$ cat src/rtl/irq_prio_pkg.sv
// Shared widths and FSM state type for the 4-line interrupt priority controller.
package irq_prio_pkg;
  localparam int unsigned REQ_W = 4;
  localparam int unsigned ID_W  = 2;

  typedef enum logic [0:0] {
    IDLE    = 1'b0,
    PRESENT = 1'b1
  } state_t;
endpackage

$ cat src/rtl/irq_prio_ctrl_if.sv
// Request/grant bundle between interrupt sources, the controller and its consumer.
interface irq_prio_ctrl_if
  import irq_prio_pkg::*;
();
  logic [REQ_W-1:0] req;
  logic [REQ_W-1:0] mask;
  logic             ack;
  logic [ID_W-1:0]  irq_id;
  logic             irq_valid;
  logic [REQ_W-1:0] pending;

  modport master (
    output req, mask, ack,
    input  irq_id, irq_valid, pending
  );

  modport slave (
    input  req, mask, ack,
    output irq_id, irq_valid, pending
  );
endinterface

$ cat src/rtl/irq_prio_enc.sv
// Combinational 4:2 priority encoder; the highest set index wins.
module irq_prio_enc
  import irq_prio_pkg::*;
(
  input  logic [REQ_W-1:0] vec,
  output logic [ID_W-1:0]  id,
  output logic             any_set
);

  // Highest-index-first selection
  always_comb begin
    id      = 2'd0;
    any_set = 1'b0;
    if (vec[3]) begin
      id      = 2'd3;
      any_set = 1'b1;
    end else if (vec[2]) begin
      id      = 2'd2;
      any_set = 1'b1;
    end else if (vec[1]) begin
      id      = 2'd1;
      any_set = 1'b1;
    end else if (vec[0]) begin
      id      = 2'd0;
      any_set = 1'b1;
    end else begin
      id      = 2'd0;
      any_set = 1'b0;
    end
  end

endmodule

$ cat src/rtl/irq_prio_ctrl.sv
// Sticky-pending interrupt priority controller with frozen grant until ack.
// Define IRQ_EDGE_DETECT_EN for rising-edge request detection; default is level mode.
module irq_prio_ctrl
  import irq_prio_pkg::*;
(
  input  logic            clk,
  input  logic            rst,
  irq_prio_ctrl_if.slave  bus
);

  logic [REQ_W-1:0] det_s;
  logic [REQ_W-1:0] elig_s;
  logic [REQ_W-1:0] clr_s;
  logic [REQ_W-1:0] pend_nxt_s;
  logic [ID_W-1:0]  enc_id_s;
  logic             any_s;

  logic [REQ_W-1:0] pend_r;
  logic [ID_W-1:0]  irq_id_r;
  logic             irq_valid_r;
  state_t           state_r;

`ifdef IRQ_EDGE_DETECT_EN
  logic [REQ_W-1:0] hist_r;

  // Previous-cycle request sample for rising-edge detection
  always_ff @(posedge clk or posedge rst) begin
    if (rst) begin
      hist_r <= 4'b0000;
    end else begin
      hist_r <= bus.req;
    end
  end

  assign det_s = bus.req & ~hist_r;
`else
  assign det_s = bus.req;
`endif

  // Arbitration works on registered pending, which gives the two-edge latency
  assign elig_s = pend_r & bus.mask;

  irq_prio_enc u_enc (
    .vec     (elig_s),
    .id      (enc_id_s),
    .any_set (any_s)
  );

  // Clear mask for the acknowledged line
  always_comb begin
    clr_s = 4'b0000;
    if ((state_r == PRESENT) && bus.ack) begin
      clr_s[irq_id_r] = 1'b1;
    end else begin
      clr_s = 4'b0000;
    end
  end

  // A new detection on the line being cleared keeps it pending
  assign pend_nxt_s = (pend_r & ~clr_s) | det_s;

  // Grant FSM with pending capture and registered outputs
  always_ff @(posedge clk or posedge rst) begin
    if (rst) begin
      state_r     <= IDLE;
      pend_r      <= 4'b0000;
      irq_id_r    <= 2'd0;
      irq_valid_r <= 1'b0;
    end else begin
      pend_r <= pend_nxt_s;
      case (state_r)
        IDLE: begin
          if (any_s) begin
            state_r     <= PRESENT;
            irq_id_r    <= enc_id_s;
            irq_valid_r <= 1'b1;
          end else begin
            state_r     <= IDLE;
            irq_id_r    <= 2'd0;
            irq_valid_r <= 1'b0;
          end
        end
        PRESENT: begin
          if (bus.ack) begin
            state_r     <= IDLE;
            irq_id_r    <= 2'd0;
            irq_valid_r <= 1'b0;
          end else begin
            state_r     <= PRESENT;
            irq_id_r    <= irq_id_r;
            irq_valid_r <= 1'b1;
          end
        end
        default: begin
          state_r     <= IDLE;
          irq_id_r    <= 2'd0;
          irq_valid_r <= 1'b0;
        end
      endcase
    end
  end

  assign bus.irq_id    = irq_id_r;
  assign bus.irq_valid = irq_valid_r;
  assign bus.pending   = pend_r;

endmodule

$ cat src/flat_wrapper.sv
// flat-port wrapper written by rule: the top's interface ports become plain ports
module irq_prio_ctrl_flat import irq_prio_pkg::*;
  (clk, rst, bus_req, bus_mask, bus_ack, bus_irq_id, bus_irq_valid, bus_pending);
  irq_prio_ctrl_if bus_i ();
  input  logic clk;
  input  logic rst;
  input wire logic [$bits(bus_i.req)-1:0] bus_req;
  input wire logic [$bits(bus_i.mask)-1:0] bus_mask;
  input wire logic [$bits(bus_i.ack)-1:0] bus_ack;
  output wire logic [$bits(bus_i.irq_id)-1:0] bus_irq_id;
  output wire logic [$bits(bus_i.irq_valid)-1:0] bus_irq_valid;
  output wire logic [$bits(bus_i.pending)-1:0] bus_pending;
  assign bus_i.req = bus_req;
  assign bus_i.mask = bus_mask;
  assign bus_i.ack = bus_ack;
  assign bus_irq_id = bus_i.irq_id;
  assign bus_irq_valid = bus_i.irq_valid;
  assign bus_pending = bus_i.pending;
  irq_prio_ctrl u_core (.clk(clk), .rst(rst), .bus(bus_i));
endmodule
$ cat config.mk
export PLATFORM = sky130hd
export DESIGN_NAME = irq_prio_ctrl_flat
export DESIGN_NICKNAME = d
export VERILOG_FILES = /design/src/rtl/irq_prio_pkg.sv /design/src/rtl/irq_prio_ctrl_if.sv /design/src/rtl/irq_prio_enc.sv /design/src/rtl/irq_prio_ctrl.sv /design/src/flat_wrapper.sv
export SDC_FILE = /design/constraint.sdc
export NUM_CORES = 1
export LEC_CHECK = 0
export ABC_AREA = 1
export ABC_CLOCK_PERIOD_IN_PS = 1330
export BUFFER_PORTS_ARGS = -buffer_cell sky130_fd_sc_hd__clkbuf_2
export CORE_AREA = 2 2 39 41
export DETAILED_ROUTE_END_ITERATION = 8
export DIE_AREA = 0 0 41 43
export MAX_ROUTING_LAYER = met4
export PLACE_DENSITY_LB_ADDON = 0.1
export RECOVER_POWER = 25
export SKIP_LAST_GASP = 1
export SYNTH_ARGS = -nofsm -noshare
export SYNTH_HDL_FRONTEND = slang
export SYNTH_SLANG_ARGS = --single-unit
$ cat constraint.sdc
create_clock -name clk -period 1.33 [get_ports clk]
set_input_delay 0.133 -clock clk [delete_from_list [all_inputs] [get_ports clk]]
set_output_delay 0.133 -clock clk [all_outputs]
set_load 0.1 [all_outputs]
==> summary.md <==
| Metric | Value |
|---|---|
| Root Driver | `clkbuf_4` |
| Outcome | `finished clean` |
| Slew Limit Fails | `0` |
| Critical path buffer and inverter count | `1` |
| Synth cell count leaders | `nand2_1, inv_1, dfrtp_1, o21ai_1` |
| Die H | `approximately 43 µm` |
| DR vias | `352` |
| Number of synthesized flops with an enable pin | `0` |
| Hold Path Origin | `bus_req[2]` |
| Core Rows | `14` |
| Largest net degree at the start of global routing | `8` |
| Post-CTS setup buffer count | `0` |
| GR Overflow Total | `0` |
| Syn avg cell area | `~7.3 µm²` |
| Syn Std Cell Area | `between 300 and 400 µm²` |
| CP Class | `register to output pin` |
| Area Overhead vs Synth | `50.0%` |
| Req. time, crit path | `~1200 ps` |
| Setup TNS Final | `0 ps` |
| Arrival time worst endpoint | `980 ps` |
| Resize count post-CTS | `0` |
| Crit-path cells | `buf_4` |
| Core Region | `0.00138 mm²` |
| Die Width | `about 40 µm` |
| Final Cycle Share | `a little over four fifths` |
| Num CTS Buffers | `3` |
| Delay-heaviest family, CP | `flip-flops` |
| # DRC | `0` |
| Total track usage | `between 10 and 15%` |
| Yosys warning count | `0` |
| Synth top area share | `roughly 53%` |
| Sequential area share after synthesis | `between 50% and 60%` |
| Layout Utilization | `a little over a third` |
| Fillers | `158` |
| Net Count, Synth | `56` |
| Cell Pwr Density | `around 2800 mW/mm²` |
| Leakage | `about 0.27 nW` |
| Reg2reg setup slack | `approximately 450 ps` |
| RSZ-0062 raised after global routing | `no` |
| Fin nets | `79` |
| Total clock sinks | `7` |
| Longest Clk Path Bufs | `2` |
| Worst slew pin tran | `roughly 280 ps` |
| Die ar. | `roughly 0.0018 mm²` |
| Final wirelength | `808 µm` |
| Synth area leader | `dfrtp_1` |
| Asr flop ratio synth | `100%` |
| Final RePlAce weighted congestion | `~0.74` |
| Count leader, synth | `nand2_1` |
| Max-Slew Margin vs Limit | `between 80% and 90%` |
| CP max FO | `5` |
| Post-synth top flop | `dfrtp_1` |
| Mapped Cells | `45` |
| Final setup fails | `0` |
| Antenna Nets Post-Route | `0` |
| Vias/cell | `around 4.2` |
| Worst skew pair latency | `approximately 260 ps` |
| H-tree depth | `1` |
| Port bufs | `17` |
| Fmax | `roughly 900 MHz` |
| Slowest CP cell | `dfrtp_2` |
| Worst-path clk slew | `50 ps` |
| Pre-Repair DR Iteration Count | `4` |
| Ratio of cells with drive above 1 in the final layout | `between 30% and 40%` |
| First-pass GRT wire length | `1.35 mm` |
| Setup crit start kind | `register` |
| HPWL after DPL | `approximately 620 µm` |
| Largest cells by area after synthesis | `dfrtp_1, nand2_1, inv_1` |
| Initial Util | `23.9%` |
| DRT iter0 DRCs | `8` |
| Antenna cell count | `0` |
| Worst Hold Class | `primary input to register` |
| CTS tree | `yes` |
| Clk_skew | `2.75 ps` |
| Crit path time final | `1110 ps` |
| Number of global-route vias before repair | `332` |
| Setup crit start | `u_core.bus.irq_id[0]` |
| Slowest Stage Delay on Critical Path | `roughly 410 ps` |
| Ports | `18` |
| Yosys cell types | `7` |
| Maxcap violations | `0` |
| Reg2reg start | `u_core.bus.irq_id[1]` |
| WL/cell | `between 9 and 10 µm` |
| Hold-fix buffers at CTS | `1` |
| Initial antenna violation count | `0` |
| Register bit total from synthesis | `7` |
| Maximum VDD drop | `around 0.00085 V` |
| CP endpoint kind | `output pin` |
| Final Hold Vio Count | `0` |
## power breakdown
group / leakage (nW) / total, mW / internal (mW) / switching, mW
clock: 0.0150 / 0.202 / 0.115 / 0.0866
sequential: 0.0686 / 0.374 / 0.292 / 0.0824
combinational: 0.188 / 0.809 / 0.162 / 0.647
## metal layers
metal  part of all wire [%]  wire [µm]  global-route usage (%)
met2                     50        407                    17.8
met3                    7.9         64                    4.71
met1                     40        321                    13.4
met5                      0          0                       -
met4                    2.0         16                    8.00
## logic make-up after synthesis
logic type	synth area share, %
AND/OR/NAND/NOR	27.7
buffers and inverters	10.2
flip-flops	53.0
AO/OA/AOI/OAI	9.09
## flip-flops by register name, indices dropped and copies added (netlist names)
name,cells
u_core.bus.pending,4
u_core.bus.irq_valid,1
u_core.bus.irq_id,2
## through the flow
step | instance area (µm²) | instances | total power, mW | worst slack, ps | hold WS, ps
floorplan | 337 | 45 | 1.00 | 23.2 | -63.9
global placement | 459 | 78 | 1.19 | 466 | 64.3
detailed placement | 459 | 78 | 1.18 | 462 | 67.2
CTS | 495 | 83 | 1.39 | 220 | 49.5
global route | 495 | 83 | 1.46 | 207 | 62.5
finish | 495 | 83 | 1.38 | 221 | 50.4
## cells in the final DEF, fill, tap and decap left out, types with 2 or more instances in the layout
cell      Yosys  final
dfrtp_1       7      2
buf_4         0      7
o21ai_0       2      2
clkbuf_4      0      3
inv_1         9      9
o21ai_1       4      4
nand2_1      20     20
dfrtp_2       0      5
clkbuf_2      0     10
nand3_1       2      2
## final cells by class
cell class              count  area, µm²  share of cell area, %
well taps                  16       20.0                   4.04
repair buffers             18        113                   22.7
flip-flops and latches      7        181                   36.6
clock buffers               4       26.3                   5.30
multi-input cells          29        121                   24.5
inverters                   9       33.8                   6.82
## path summary, 6_finish.rpt
path / endpoint / depth (start not counted)
min in group asynchronous: u_core.bus.pending[1] / 3
worst min-delay path: u_core.bus.pending[2] / 3
worst max register to register: u_core.bus.pending[1] / 4
worst max-delay path: bus_irq_id[0] / 1
worst min register to register: u_core.bus.pending[3] / 2
max in group asynchronous: u_core.bus.irq_id[1] / 3
Power figures use the tool's default switching activity.
